`src/rtl/ngc_counter_pkg.sv`:
```
// Shared types for the counter sequencer: FSM state encoding and the latched sweep command.
package ngc_counter_pkg;

    // Field widths of the latched command; sequencer parameters default to these.
    localparam int SEQ_COUNT_WIDTH = 8;
    localparam int SEQ_REPS_WIDTH  = 8;

    typedef enum logic [1:0] {
        IDLE,
        LOAD,
        RUN,
        DONE
    } seq_state_t;

    typedef struct packed {
        logic [SEQ_COUNT_WIDTH-1:0]   from;
        logic [SEQ_COUNT_WIDTH-1:0]   to;
        logic [SEQ_COUNT_WIDTH/2-1:0] step;
        logic                         dir;
        logic [SEQ_REPS_WIDTH-1:0]    reps;
    } seq_cmd_t;

endpackage

```
`src/rtl/ngc_counter_if.sv`:
```
// Control/status bundle between a counter master (sequencer) and the counter slave.
interface ngc_counter_if #(
    parameter int COUNT_WIDTH = 8
) (
    input logic clk
);
    logic                     rst;
    logic                     load;
    logic                     enb;
    logic                     dir;
    logic                     one_shot;
    logic [COUNT_WIDTH-1:0]   load_value;
    logic [COUNT_WIDTH-1:0]   count_from_value;
    logic [COUNT_WIDTH-1:0]   count_to_value;
    logic [COUNT_WIDTH/2-1:0] step_value;
    logic [COUNT_WIDTH-1:0]   count;
    logic                     count_hit;

    modport master_mp (
        input  clk, count_hit,
        output rst, load, enb, dir, one_shot,
               load_value, count_from_value, count_to_value, step_value
    );

    modport slave_mp (
        input  clk, rst, load, enb, dir, one_shot,
               load_value, count_from_value, count_to_value, step_value,
        output count, count_hit
    );
endinterface

```
`src/rtl/ngc_counter_seq.sv`:
```
// Sweep sequencer driving an ngc_counter_if master; abort support is built when
// NGC_COUNTER_SEQ_ABORT_EN is defined.
module ngc_counter_seq
    import ngc_counter_pkg::*;
#(
    parameter int COUNT_WIDTH = SEQ_COUNT_WIDTH,
    parameter int REPS_WIDTH  = SEQ_REPS_WIDTH
) (
    input  logic                     clk,
    input  logic                     rst,
    input  logic                     cmd_valid,
    output logic                     cmd_ready,
    input  logic [COUNT_WIDTH-1:0]   cmd_from,
    input  logic [COUNT_WIDTH-1:0]   cmd_to,
    input  logic [COUNT_WIDTH/2-1:0] cmd_step,
    input  logic                     cmd_dir,
    input  logic [REPS_WIDTH-1:0]    cmd_reps,
`ifdef NGC_COUNTER_SEQ_ABORT_EN
    input  logic                     abort,
    output logic                     aborted,
`endif
    output logic                     busy,
    output logic                     done,
    output logic [REPS_WIDTH-1:0]    hit_count,
    ngc_counter_if.master_mp         ctr
);

    localparam int STEP_WIDTH = COUNT_WIDTH / 2;

    seq_state_t            state;
    seq_cmd_t              cmd;
    logic                  load_q;
    logic                  enb_q;
    logic [REPS_WIDTH-1:0] hits_next;
    logic [REPS_WIDTH-1:0] reps;
    logic                  final_hit;

    assign reps      = REPS_WIDTH'(cmd.reps);
    assign hits_next = hit_count + REPS_WIDTH'(1);
    assign final_hit = ctr.count_hit && (reps != '0) && (hits_next == reps);

`ifdef NGC_COUNTER_SEQ_ABORT_EN
    logic abort_pulse;
    logic abort_now;

    assign abort_now = abort && ((state == LOAD) || (state == RUN));
    assign ctr.rst   = rst | abort_pulse;
`else
    assign ctr.rst   = rst;
`endif

    always_ff @(posedge clk) begin
        if (rst) begin
            state     <= IDLE;
            cmd       <= '0;
            cmd_ready <= 1'b1;
            busy      <= 1'b0;
            done      <= 1'b0;
            hit_count <= '0;
            load_q    <= 1'b0;
            enb_q     <= 1'b0;
`ifdef NGC_COUNTER_SEQ_ABORT_EN
            aborted     <= 1'b0;
            abort_pulse <= 1'b0;
`endif
        end else begin
            done <= 1'b0;
`ifdef NGC_COUNTER_SEQ_ABORT_EN
            aborted     <= 1'b0;
            abort_pulse <= 1'b0;
            // Abort outranks a coincident final hit; hit_count is left as it was.
            if (abort_now) begin
                state       <= IDLE;
                cmd_ready   <= 1'b1;
                busy        <= 1'b0;
                load_q      <= 1'b0;
                enb_q       <= 1'b0;
                aborted     <= 1'b1;
                abort_pulse <= 1'b1;
            end else
`endif
            case (state)
                IDLE: begin
                    if (cmd_valid && cmd_ready) begin
                        cmd.from  <= SEQ_COUNT_WIDTH'(cmd_from);
                        cmd.to    <= SEQ_COUNT_WIDTH'(cmd_to);
                        cmd.step  <= (SEQ_COUNT_WIDTH / 2)'(cmd_step);
                        cmd.dir   <= cmd_dir;
                        cmd.reps  <= SEQ_REPS_WIDTH'(cmd_reps);
                        hit_count <= '0;
                        state     <= LOAD;
                        load_q    <= 1'b1;
                        cmd_ready <= 1'b0;
                        busy      <= 1'b1;
                    end
                end
                LOAD: begin
                    load_q <= 1'b0;
                    enb_q  <= 1'b1;
                    state  <= RUN;
                end
                RUN: begin
                    if (ctr.count_hit) begin
                        hit_count <= hits_next;
                        if (final_hit) begin
                            state <= DONE;
                            enb_q <= 1'b0;
                            done  <= 1'b1;
                        end
                    end
                end
                DONE: begin
                    state     <= IDLE;
                    cmd_ready <= 1'b1;
                    busy      <= 1'b0;
                end
                default: begin
                    state     <= IDLE;
                    cmd_ready <= 1'b1;
                    busy      <= 1'b0;
                    load_q    <= 1'b0;
                    enb_q     <= 1'b0;
                end
            endcase
        end
    end

    assign ctr.load             = load_q;
    assign ctr.enb              = enb_q;
    assign ctr.dir              = cmd.dir;
    assign ctr.one_shot         = 1'b0;
    assign ctr.load_value       = COUNT_WIDTH'(cmd.from);
    assign ctr.count_from_value = COUNT_WIDTH'(cmd.from);
    assign ctr.count_to_value   = COUNT_WIDTH'(cmd.to);
    assign ctr.step_value       = STEP_WIDTH'(cmd.step);

endmodule

```
`src/flat_wrapper.sv`:
```
// flat-port wrapper written by rule: the top's interface ports become plain ports
module ngc_counter_seq_flat import ngc_counter_pkg::*;
#(
    parameter int COUNT_WIDTH = SEQ_COUNT_WIDTH,
    parameter int REPS_WIDTH  = SEQ_REPS_WIDTH
)
  (clk, rst, cmd_valid, cmd_ready, cmd_from, cmd_to, cmd_step, cmd_dir, cmd_reps, busy, done, hit_count, ctr_count_hit, ctr_rst, ctr_load, ctr_enb, ctr_dir, ctr_one_shot, ctr_load_value, ctr_count_from_value, ctr_count_to_value, ctr_step_value);
  ngc_counter_if #(.COUNT_WIDTH(COUNT_WIDTH)) ctr_i (.clk(clk));
  input  logic clk;
  input  logic rst;
  input  logic cmd_valid;
  output logic cmd_ready;
  input  logic [COUNT_WIDTH-1:0] cmd_from;
  input  logic [COUNT_WIDTH-1:0] cmd_to;
  input  logic [COUNT_WIDTH/2-1:0] cmd_step;
  input  logic cmd_dir;
  input  logic [REPS_WIDTH-1:0] cmd_reps;
  output logic busy;
  output logic done;
  output logic [REPS_WIDTH-1:0] hit_count;
  input wire logic [$bits(ctr_i.count_hit)-1:0] ctr_count_hit;
  output wire logic [$bits(ctr_i.rst)-1:0] ctr_rst;
  output wire logic [$bits(ctr_i.load)-1:0] ctr_load;
  output wire logic [$bits(ctr_i.enb)-1:0] ctr_enb;
  output wire logic [$bits(ctr_i.dir)-1:0] ctr_dir;
  output wire logic [$bits(ctr_i.one_shot)-1:0] ctr_one_shot;
  output wire logic [$bits(ctr_i.load_value)-1:0] ctr_load_value;
  output wire logic [$bits(ctr_i.count_from_value)-1:0] ctr_count_from_value;
  output wire logic [$bits(ctr_i.count_to_value)-1:0] ctr_count_to_value;
  output wire logic [$bits(ctr_i.step_value)-1:0] ctr_step_value;
  assign ctr_i.count_hit = ctr_count_hit;
  assign ctr_rst = ctr_i.rst;
  assign ctr_load = ctr_i.load;
  assign ctr_enb = ctr_i.enb;
  assign ctr_dir = ctr_i.dir;
  assign ctr_one_shot = ctr_i.one_shot;
  assign ctr_load_value = ctr_i.load_value;
  assign ctr_count_from_value = ctr_i.count_from_value;
  assign ctr_count_to_value = ctr_i.count_to_value;
  assign ctr_step_value = ctr_i.step_value;
  ngc_counter_seq #(.COUNT_WIDTH(COUNT_WIDTH), .REPS_WIDTH(REPS_WIDTH)) u_core (.clk(clk), .rst(rst), .cmd_valid(cmd_valid), .cmd_ready(cmd_ready), .cmd_from(cmd_from), .cmd_to(cmd_to), .cmd_step(cmd_step), .cmd_dir(cmd_dir), .cmd_reps(cmd_reps), .busy(busy), .done(done), .hit_count(hit_count), .ctr(ctr_i));
endmodule
```
`config.mk`:
```
export PLATFORM = sky130hd
export DESIGN_NAME = ngc_counter_seq_flat
export DESIGN_NICKNAME = d
export VERILOG_FILES = /design/src/rtl/ngc_counter_pkg.sv /design/src/rtl/ngc_counter_if.sv /design/src/rtl/ngc_counter_seq.sv /design/src/flat_wrapper.sv
export SDC_FILE = /design/constraint.sdc
export NUM_CORES = 1
export LEC_CHECK = 0
export ABC_AREA = 1
export ABC_CLOCK_PERIOD_IN_PS = 2100
export CAP_MARGIN = 20
export CORE_ASPECT_RATIO = 1.2
export CORE_MARGIN = 1.5
export CORE_UTILIZATION = 44
export DETAILED_ROUTE_END_ITERATION = 10
export PLACE_DENSITY = 0.89
export SYNTH_ARGS = -nofsm -noshare
export SYNTH_HDL_FRONTEND = slang
export SYNTH_SLANG_ARGS = --single-unit
```
`constraint.sdc`:
```
create_clock -name clk -period 2.1 [get_ports clk]
set_input_delay 0.21 -clock clk [delete_from_list [all_inputs] [get_ports clk]]
set_output_delay 0.21 -clock clk [all_outputs]
set_load 0.005 [all_outputs]
```
### Word level (Yosys, flattened, before mapping)

Index checks and enable logic that the tools add are counted.

| operators by class | value |
|---|---|
| add/subtract/negate cells | 1 |
| $mul | 0 |
| divide/modulo/power cells | 0 |
| magnitude comparators | 0 |
| equal/unequal tests | 7 |
| shift-type cells | 0 |
| mux-type cells | 16 |
| bitwise logic cells | 2 |
| reductions and logical operators | 16 |

Operator list:

| kind | count |
|---|---|
| 8-bit 2-to-1 mux | 2 |
| 8-bit case mux with 2 select lines | 1 |
| 3-bit AND reduction | 3 |
| 8-bit by 1-bit adder with 8-bit output (second input constant) | 1 |
| 8-bit == test | 1 |
| 1-bit case mux with 2 select lines | 4 |
| 2-bit case mux with 4 select lines | 1 |
| 2-bit nonzero test | 4 |
| 8-bit nonzero test | 1 |
| 2-bit 2-to-1 mux | 3 |
| 2-bit AND reduction | 3 |
| 1-bit 2-to-1 mux | 5 |
| 2-bit == test (second input constant) | 2 |
| 2-bit by 1-bit inequality test with 1-bit output (second input constant) | 2 |
| 1-bit logical AND | 3 |
| 3-bit OR reduction | 1 |
| 2-bit by 1-bit == test with 1-bit output (second input constant) | 1 |
| 2-bit zero test | 1 |
| 2-bit inequality test (second input constant) | 1 |
| 1-bit inverter | 2 |

| storage, ports and cells | value |
|---|---|
| register bits | 44 |
| bits in latches | 0 |
| memory bits (writable) | 0 |
| memory bits (read-only) | 0 |
| bits of input ports | 33 |
| word-level logic and storage cells | 54 |
| memories kept | 0 |

### Longest topological paths before layout

| logic depth | value |
|---|---|
| word-level depth | 6 |
| depth in mapped cells | 14 |
| depth with buffers taken out | 13 |

### Worst setup path after synthesis

Ideal clock, no wire load.

| timing path | value |
|---|---|
| path kind | flip-flop to flip-flop |
| start | register u_core.hit_count[0] |
| end | register u_core.state[1] |
| data arrival time | 1.566 ns |
| data required time | 1.985 ns |
| path slack | 0.420 ns |
| stages on the path, launching flop included | 13 |
| buffers on the path | 0 |
| period minus slack after synthesis | 1.680 ns |
| cell sequence | dfxtp_1 > ha_1 > nand2_2 > nor2_2 > nand3_1 > nand3_1 > nand3_2 > nor2_4 > nand2_1 > nand2_2 > nand3_1 > nand2_1 > nor2_1 |

| on the way | value |
|---|---|
| longest elaborated chain between the ends | 5 |

RTL lines:

| item | line | source |
|---|---|---|
| from (decl) | ngc_counter_seq.sv:24 | `output logic [REPS_WIDTH-1:0] hit_count,` |
| from (signal assigned) | ngc_counter_seq.sv:104 | `hit_count <= hits_next;` |
| 8-bit by 1-bit adder with 8-bit output | ngc_counter_seq.sv:39 | `assign hits_next = hit_count + REPS_WIDTH'(1);` |
| 8-bit == test | ngc_counter_seq.sv:40 | `assign final_hit = ctr.count_hit && (reps != '0) && (hits_next == reps);` |
| 1-bit logical AND | ngc_counter_seq.sv:40 |  |
| 2-bit by 1-bit inequality test with 1-bit output (no source line) | n/a |  |
| 3-bit AND reduction (no source line) | n/a |  |
| to (signal assigned) | ngc_counter_seq.sv:54 | `state <= IDLE;` |
| to (signal assigned) | ngc_counter_seq.sv:91 | `state <= LOAD;` |
| to (signal assigned) | ngc_counter_seq.sv:100 | `state <= RUN;` |
| to (decl) | ngc_counter_seq.sv:30 | `seq_state_t state;` |

Every way passes these cells.
A chain may end at the register's enable or synchronous reset.

### Worst setup path in the final report

Same ends and word-level chain as after synthesis.

==> flow_summary_export.csv <==
group,metric,value,unit
worst_setup_path,critPathSlowestCell,"dfxtp_1",
timing,finalHoldViolCount,0,
timing,slew_headroom,62.3,%
cells_and_area,drive_above_1_share,8.29,%
cells_and_area,fin_util,63.6,%
worst_setup_path,end_kind,"flop",
yosys,synth_flop_cell,"dfxtp_1",
cts,h-tree-depth,2,
placement,dp_slack,0.259,ns
timing,min_period,1.92,ns
worst_setup_path,rr_startpoint,"u_core.hit_count[0]",
cells_and_area,finalInstanceArea,2940,µm²
power,irDropWorstVdd,646,µV
floorplan,die_area,5270,µm²
yosys,ys_top_cells_by_area,"dfxtp_1, nor2_1, nand2_1",
yosys,syn_avg_cell_area,7.17,µm²
cells_and_area,syn_to_final_growth,38.2,%
timing,timing.final.crit_share,91.5,%
worst_setup_path,cpPeakStageDelay,0.49,ns
worst_setup_path,critPathKind,"flop to flop",
worst_setup_path,path_buf_inv,0,
global_route,grt_pass1_wl,9260,µm
yosys,ys_ff_latch,44,
worst_setup_path,reg2regPathDepth,12,
timing,worst_pin_slew,0.565,ns
cts,cts_tree,"done",
timing,fin_worst_skew,0.00255,ns
worst_setup_path,crit_fanout,8,
yosys,syn-num-nets,336,
route,vias_per_cell,5.06,
yosys,synth_edf_count,0,
route,drt_wl_total,5570,µm
floorplan,initial_core_util,46.0,%
min_path,hold_class,"flop to flop",
worst_setup_path,crit_family,"simple AND/OR/NAND/NOR gates",
yosys,yosysTopAreaCellShare,41.4,%
route,drtAntennaViolNets,0,
job,max-cap-violations,0,
floorplan,ios,77,
route,firstDrtPassIters,4,
route,drc,0,
global_route,gr-total-overflow,0,
timing,setup_tns,0,ns
worst_setup_path,critPathArrivalTime,2.12,ns
yosys,yosys_warnings,0,
yosys,yosysUniqueCellTypes,29,
worst_setup_path,rr_endpoint,"u_core.state[1]",
power,p_leak,0.00124,µW
floorplan,die_h,79.2,µm
cts,cts.sinks,44,
min_path,holdCritStartpoint,"u_core.busy",
cells_and_area,final_common_cell,"clkdlybuf4s50_1",
cts,cts-root-buf,"clkbuf_8",
global_route,grt_start_max_net_pins,37,
cts,cts_setup_buffers,0,
worst_setup_path,crit_chain,"ha_1, nand3_1, nand2_1, nand3_1, nand2_1, nand3_1, nor2_4, nand2_1, nand2_2, nand3_1, nand2_1, nor2_1",
worst_setup_path,cp.depth,12,
cts,cts_resized,0,
cts,cts_buffers,5,
timing,finalMaxSlewViolations,0,
placement,gp_congestion,0.906,
placement,placed_area,2860,µm²
cts,path_clk_slew,0.08,ns
timing,rsz0062_at_grt,"no",
yosys,yosysSeqAreaShare,41.4,%
yosys,synthArstFlopShare,0,%
min_path,min_to,"u_core.busy",
global_route,grt_pass1_vias,2081,
status,status,"finished clean",
timing,fin_ws,0.179,ns
worst_setup_path,critPathRequiredTime,2.30,ns
yosys,yosysTopAreaCell,"dfxtp_1",
cells_and_area,finalNetCount,401,
timing,clock.fmax,0.520,GHz
route,drtIter0Drc,104,
min_path,hold_depth,2,
yosys,synthCells,297,
floorplan,core_area,4630,µm²
route,vias,2125,
global_route,antenna_found_initial,0,
power,p_per_area,1060,nW/µm²
global_route,grt_util_all_layers,22.9,%
route,routedWlPerCell,13.3,µm
floorplan,rows,27,
yosys,synthesis.area,2130,µm²
cts,cts_max_path_buffers,2,
power,power,3110,µW
cells_and_area,diodes,0,
floorplan,fp.dieW,66.5,µm
cells_and_area,final_cell_mix,"clkdlybuf4s50_1, nor2_1, dfxtp_1, nand2_1, o21ai_0",
placement,dpl.hpwl,4090,µm
cts,holdBufCountCts,0,
worst_setup_path,r2r_setup_slack,0.18,ns
timing,setup_viol,0,
worst_setup_path,cp-start-kind,"flop",
cts,insertion_delay,0.30,ns
placement,io_buffers,75,
-- worst reg2reg max path: stages, from the launching register on --
cell,delay (ns)
dfxtp_1,0.49
ha_1,0.31
nand3_1,0.14
nand2_1,0.12
nand3_1,0.08
nand2_1,0.07
nand3_1,0.14
nor2_4,0.14
nand2_1,0.07
nand2_2,0.08
nand3_1,0.07
nand2_1,0.08
nor2_1,0.04
-- where the power goes --
part | switching [µW] | internal (µW)
logic | 714 | 658
registers | 166 | 1060
clock network | 293 | 226
total | 1170 | 1940
-- worst max path at each step --
stage	start	endpoint	slack, ns
2_1_floorplan	u_core.hit_count[0]	u_core.state[1]	0.42
3_3_place_gp	rst	u_core.ctr.load	0.29
3_5_place_dp	u_core.hit_count[0]	u_core.state[1]	0.26
4_1_cts	u_core.hit_count[0]	u_core.state[1]	0.22
5_1_grt	u_core.hit_count[0]	u_core.state[1]	0.02
6_report	u_core.hit_count[0]	u_core.state[1]	0.18
-- state kept, by name, summed over array words and instances, names as in the netlist --
name and count:
u_core.ctr.dir 1, u_core.cmd_ready 1, u_core.ctr.load 1, u_core.reps 8, u_core.busy 1, u_core.ctr.enb 1
u_core.state 2, u_core.ctr.count_to_value 8, u_core.hit_count 8, u_core.done 1, u_core.ctr.step_value 4, u_core.ctr.count_from_value 8
-- cell usage after synthesis, types with 3 or more instances --
library cell	instances
o21ai_1	6
a21oi_1	18
clkbuf_1	8
inv_1	25
buf_2	3
nand2_1	39
inv_2	3
dfxtp_1	44
nand3_1	25
nand2_2	5
o21ai_0	26
nor2_1	59
nor2_2	3
ha_1	6
buf_4	10
-- kinds of logic after synthesis --
| logic type | count (synthesis) | share of synthesized area, % |
|---|---|---|
| buffers and inverters | 49 | 10.6 |
| other | 1 | 0.176 |
| adders and majority gates | 6 | 3.53 |
| DFF | 44 | 41.4 |
| and+or+nand+nor | 141 | 30.4 |
| AOI/OAI and AO/OA | 56 | 13.9 |
-- through the flow --
stage / cells / hold WS, ns
after detailed placement: 413 / 0.451
after floorplan: 297 / 0.345
after CTS: 420 / 0.466
final: 420 / 0.463
after global placement: 413 / 0.451
after global routing: 420 / 0.495
-- per-layer routing --
metal / track usage, % / up-vias / share of wire (%)
met5: 0 / - / 0
met2: 39.2 / 83 / 49
li1: - / 1071 / -
met4: 8.98 / 0 / 2.2
met1: 25.9 / 958 / 40
met3: 7.79 / 13 / 8.3
-- cell type report --
class	count	area, µm²
fillers	374	1680
multi-input cells	204	1020
flip-flops and latches	44	881
repair buffers	79	781
inverters	28	105
well taps	58	72.6
clock buffers	5	68.8
clock inverters	2	12.5
Power figures use the tool's default switching activity.
